`src/rtl/mat_mult_seq.sv`:
```
// mat_mult_seq: sequential signed int8 matrix multiplier for up to 5x5 operands.
// One multiply-accumulate per clock over (i, j, k); start/busy/done handshake,
// packed 5x5 result with (0,0) in the MSBs, sticky int8 overflow flag.
module mat_mult_seq (
  input  logic         clk,
  input  logic         rst,
  input  logic         start,
  input  logic [2:0]   size,
  input  logic [199:0] mat_a,
  input  logic [199:0] mat_b,
  output logic [199:0] result,
  output logic         busy,
  output logic         done,
  output logic         ovf
);

  localparam int unsigned DIM = 5;
  localparam int unsigned EW  = 8;
  localparam int unsigned MW  = DIM * DIM * EW;
  localparam int unsigned IW  = 3;
  localparam int unsigned PW  = 2 * EW;
  localparam int unsigned AW  = 18;
  localparam int unsigned LW  = 8;

  typedef enum logic [1:0] {
    ST_IDLE = 2'd0,
    ST_MAC  = 2'd1,
    ST_DONE = 2'd2
  } state_t;

  state_t state, state_nxt;

  logic [MW-1:0]        a_q, b_q;
  logic [IW-1:0]        n_q, i_q, j_q, k_q;
  logic signed [AW-1:0] acc_q;

  logic [IW-1:0]        n_c, nm1;
  logic [LW-1:0]        a_lsb, b_lsb, r_lsb;
  logic signed [EW-1:0] a_el, b_el;
  logic signed [PW-1:0] p;
  logic signed [AW-1:0] p_ext, s;
  logic                 ovr, k_last, last;

  // Operand indexing, product, running sum and end-of-operation detection
  always_comb begin
    n_c    = ((size == 3'd0) || (size > 3'd5)) ? 3'd5 : size;
    nm1    = n_q - 3'd1;
    a_lsb  = LW'(MW - EW - EW * (DIM * i_q + k_q));
    b_lsb  = LW'(MW - EW - EW * (DIM * k_q + j_q));
    r_lsb  = LW'(MW - EW - EW * (DIM * i_q + j_q));
    a_el   = a_q[a_lsb +: EW];
    b_el   = b_q[b_lsb +: EW];
    p      = PW'(a_el) * PW'(b_el);
    p_ext  = AW'(p);
    s      = acc_q + p_ext;
    ovr    = (s > 18'sd127) || (s < -18'sd128);
    k_last = (k_q == nm1);
    last   = k_last && (j_q == nm1) && (i_q == nm1);
  end

  // State register
  always_ff @(posedge clk or posedge rst) begin
    if (rst) state <= ST_IDLE;
    else     state <= state_nxt;
  end

  // Next-state logic
  always_comb begin
    state_nxt = state;
    case (state)
      ST_IDLE: if (start) state_nxt = ST_MAC;
      ST_MAC:  if (last)  state_nxt = ST_DONE;
      ST_DONE: state_nxt = ST_IDLE;
      default: state_nxt = ST_IDLE;
    endcase
  end

  // Registered handshake outputs, aligned with the state they describe
  always_ff @(posedge clk or posedge rst) begin
    if (rst) begin
      busy <= 1'b0;
      done <= 1'b0;
    end else begin
      busy <= (state_nxt == ST_MAC);
      done <= (state_nxt == ST_DONE);
    end
  end

  // Operand latch, index walk, accumulation and result write-back
  always_ff @(posedge clk or posedge rst) begin
    if (rst) begin
      a_q    <= '0;
      b_q    <= '0;
      n_q    <= 3'd5;
      i_q    <= '0;
      j_q    <= '0;
      k_q    <= '0;
      acc_q  <= '0;
      result <= '0;
      ovf    <= 1'b0;
    end else begin
      case (state)
        ST_IDLE: begin
          if (start) begin
            a_q    <= mat_a;
            b_q    <= mat_b;
            n_q    <= n_c;
            i_q    <= '0;
            j_q    <= '0;
            k_q    <= '0;
            acc_q  <= '0;
            result <= '0;
            ovf    <= 1'b0;
          end
        end
        ST_MAC: begin
          if (!k_last) begin
            acc_q <= s;
            k_q   <= k_q + 3'd1;
          end else begin
            result[r_lsb +: EW] <= s[EW-1:0];
            ovf   <= ovf | ovr;
            acc_q <= '0;
            k_q   <= '0;
            if (j_q == nm1) begin
              j_q <= '0;
              i_q <= i_q + 3'd1;
            end else begin
              j_q <= j_q + 3'd1;
            end
          end
        end
        default: ;
      endcase
    end
  end

endmodule
```
`config.mk`:
```
export PLATFORM = sky130hd
export DESIGN_NAME = mat_mult_seq
export DESIGN_NICKNAME = d
export VERILOG_FILES = /design/src/rtl/mat_mult_seq.sv
export SDC_FILE = /design/constraint.sdc
export NUM_CORES = 2
export LEC_CHECK = 0
export ABC_AREA = 1
export BUFFER_PORTS_ARGS = -buffer_cell sky130_fd_sc_hd__buf_2
export CELL_PAD_IN_SITES_DETAIL_PLACEMENT = 0
export CELL_PAD_IN_SITES_GLOBAL_PLACEMENT = 2
export CORE_AREA = 2 2 428 345
export DETAILED_ROUTE_END_ITERATION = 12
export DIE_AREA = 0 0 430 347
export PLACE_DENSITY = 0.58
export SYNTH_ARGS = -nofsm -noshare
export SYNTH_HDL_FRONTEND = slang
export SYNTH_SLANG_ARGS = --single-unit
```
`constraint.sdc`:
```
create_clock -name clk -period 58.3 [get_ports clk]
set_input_delay 2.915 -clock clk [delete_from_list [all_inputs] [get_ports clk]]
set_output_delay 2.915 -clock clk [all_outputs]
set_load 0.01 [all_outputs]
```
==> metrics.md <==
| Metric | Value |
|---|---|
| Status | complete, no violations |
| Register area share after synthesis | 47.8% |
| Crit path required time | 58.88 ns |
| Starting DRC count in detailed routing | 2147 |
| Worst Max-Slew Pin Slew | 1.05 ns |
| Die width | 430 um |
| Worst Hold Class | flop to flop |
| Ys flop type | dfrtp_1 |
| Synth Cell Area | 33200 um^2 |
| Final wirelength | 141 mm |
| Yosys top cell by area | dfrtp_1 |
| GR Overflow Total | 0 |
| Post-CTS Resized | 0 |
| Hold-fix buffers at CTS | 0 |
| Yosys warns | 0 |
| Number of flops mapped to enable cells by yosys | 0 |
| Tmin final | 9.70 ns |
| Largest stage delay, worst path | 0.79 ns |
| Nets | 5271 |
| Arr. time, crit path | 10.28 ns |
| Fmax | 0.103 GHz |
| # IOs | 609 |
| Vias in the first global route | 30700 |
| Gr usage total | 18.6% |
| Port bufs | 608 |
| CTS tree | done |
| Detailed Place HPWL | 104 mm |
| Antenna-violating nets left | 0 |
| Final hold slack | 0.465 ns |
| Placed cell areas | 38300 um^2 |
| CTS clk-pin slew, worst paths | 0.06 ns |
| #FFs+latches synth | 635 |
| TritonRoute pass-1 iters | 5 |
| Initial antenna violation count | 28 |
| Pwr Total | 0.981 mW |
| Clock Skew | 0.0351 ns |
| Area share of the largest cell type after synthesis | 47.7% |
| Full die area | 149000 um^2 |
| Clk root buf | clkbuf_16 |
| Final setup fails | 0 |
| Std-Cell Core Area | 145000 um^2 |
| Post-route clock period utilization | 16.6% |
| Max H-tree Level | 3 |
| Initial Util | 23.0% |
| Num rows | 125 |
| Slew Limit Fails | 0 |
| Max Cap Viol | 0 |
| Via Count | 29900 |
| Area contributors post-synth | dfrtp_1 48%, nand2_1 18%, o21ai_0 5.6%, fa_1 5.1%, inv_1 3.8% |
| Setup TNS | 0 ns |
| Largest net degree at the start of global routing | 128 |
| Filler cells | 15900 |
| CTS max path bufs | 3 |
| Synth async-reset ratio | 100% |
| DRC errors left | 0 |
| Post-CTS Setup Inserts | 0 |
| Critical Path Sink Type | flop |
| Number of CTS-inserted buffers | 79 |
| Final Hold Vio Count | 0 |
| RSZ-0062 raised after global routing | no |
| Final instance area | 40900 um^2 |
| Crit Path Max Fanout | 57 |
| Slew headroom | 29.8% |
| Ratio of cells with drive above 1 in the final layout | 17.7% |
| Sink Count | 635 |
| PD cells | 24.0 nW/um^2 |
| Routability congestion estimate | 0.823 |
| First-pass GRT wire length | 210 mm |
| DR WL/cell | 21.0 um |
| Util after Layout | 28.3% |
| Mapped Cells | 4201 |
| Worst setup SP type | flop |
| Area Overhead vs Synth | 23.2% |
| Syn nets | 4758 |
| Vias per inst | 4.47 |
| Chip height | 347 um |
| Worst skew pair latency | 0.68 ns |
| Synth cell types | 47 |
| Setup CP Type | flop to flop |
| Critical Path Slowest Stage Cell | xor2_1 |
| Worst VDD drop | 0.0190 mV |
| Syn avg cell area | 7.91 um^2 |
| Static Leak | 21.3 nW |
==> synthesized netlist by cell type (2+ instances only) <==
master	n
dfstp_2	2
fa_1	84
nand3b_1	2
nor2_8	2
o211ai_1	18
inv_1	335
xor2_1	17
o21bai_1	2
o21ai_0	370
nand2_1	1608
ha_1	67
clkinv_1	3
nand4_1	61
nor3_2	3
o21ai_1	42
nor2_2	5
dfrtp_1	633
or2_2	6
o22ai_1	4
buf_2	24
a21oi_1	236
o311ai_0	11
nand2_2	14
nand3_2	6
nor4_1	2
inv_2	9
nor2_1	182
nor3_1	6
nor2_4	7
a31oi_1	13
xnor2_1	17
a211oi_1	13
nand3_1	169
buf_1	18
a22oi_1	9
clkbuf_1	178
o31ai_1	13
==> cells by family (layout without fill, tap and decap cells) <==
| group | count (synthesis) | after routing | share of synthesized area (%) |
|---|---|---|---|
| AOI/OAI and AO/OA | 735 | 735 | 11.8 |
| DFF | 635 | 635 | 47.8 |
| buffers and inverters | 568 | 1137 | 6.53 |
| xor gates and xnor gates | 35 | 35 | 0.945 |
| other | 0 | 7 | 0 |
| and+or+nand+nor | 2077 | 2077 | 25.3 |
| adders and majority gates | 151 | 151 | 7.59 |
==> power by group <==
group	internal, mW	leakage (nW)	switching [mW]
Combinational	0.0100	11.9	0.0175
Clock	0.305	1.28	0.207
Sequential	0.441	8.11	0
==> per-layer routing <==
layer / part of all wire (%) / track usage (%) / routed length [um]
met1: 48 / 26.2 / 67100
met3: 3.5 / 2.57 / 4910
met4: 1.7 / 3.53 / 2420
met2: 47 / 30.6 / 66000
met5: 0.019 / 0 / 27
==> cell usage in the layout (no fill, tap or decap), types with 7 or more instances in the layout <==
| master | count |
|---|---|
| a211oi_1 | 13 |
| a21oi_1 | 236 |
| a22oi_1 | 9 |
| a31oi_1 | 13 |
| buf_2 | 608 |
| buf_4 | 44 |
| bufinv_16 | 8 |
| clkbuf_1 | 21 |
| clkbuf_16 | 81 |
| clkbuf_8 | 12 |
| clkinv_2 | 11 |
| dfrtp_1 | 633 |
| diode_2 | 7 |
| fa_1 | 84 |
| ha_1 | 64 |
| inv_1 | 333 |
| inv_2 | 8 |
| nand2_1 | 1608 |
| nand2_2 | 14 |
| nand3_1 | 168 |
| nand4_1 | 61 |
| nor2_1 | 180 |
| nor2_4 | 8 |
| o211ai_1 | 18 |
| o21ai_0 | 370 |
| o21ai_1 | 42 |
| o311ai_0 | 11 |
| o31ai_1 | 13 |
| xnor2_1 | 13 |
| xor2_1 | 15 |
==> final timing paths <==
kind / from / to / slack, ns / cells past startpoint
min in group asynchronous: rst / a_q[189] / 2.43 / 2
worst max-delay path: k_q[0] / result[54] / 48.60 / 29
worst min-delay path: result[93] / result[93] / 0.47 / 2
worst max register to register: k_q[0] / result[54] / 48.60 / 29
worst min register to register: result[93] / result[93] / 0.47 / 2
max in group asynchronous: rst / b_q[115] / 51.29 / 7
==> stage by stage <==
stage,setup WS (ns),std cells
floorplan,37.60,4201
global placement,48.62,6538
detailed placement,48.54,6538
CTS,48.50,6675
global route,47.74,6681
finish,48.60,6682
==> sequential cells by signal, summed over array words and instances, names as in the netlist, 2 cells and up <==
| name | cells |
|---|---|
| n_q | 3 |
| k_q | 3 |
| a_q | 200 |
| b_q | 200 |
| i_q | 3 |
| state | 2 |
| j_q | 3 |
| result | 200 |
| acc_q | 18 |
==> worst max-delay path, delay by kind of cell (launching register included) <==
family	cells	cell delay, ns
adders and majority gates	9	3.70
DFF	1	0.48
AOI/OAI and AO/OA	6	1.52
and+or+nand+nor	5	0.97
xor gates and xnor gates	1	0.79
buffers and inverters	8	2.02
==> cell type report <==
type | count | area [um^2] | share of cell area [%]
diodes | 7 | 17.5 | 0.0428
clock buffers | 114 | 2270 | 5.55
clock inverters | 23 | 347 | 0.847
inverters | 347 | 1320 | 3.22
multi-input cells | 2998 | 15300 | 37.4
flip-flops and latches | 635 | 15900 | 38.9
well taps | 1905 | 2380 | 5.83
repair buffers | 653 | 3390 | 8.30
Note: power is estimated with default switching activity, not from simulation.
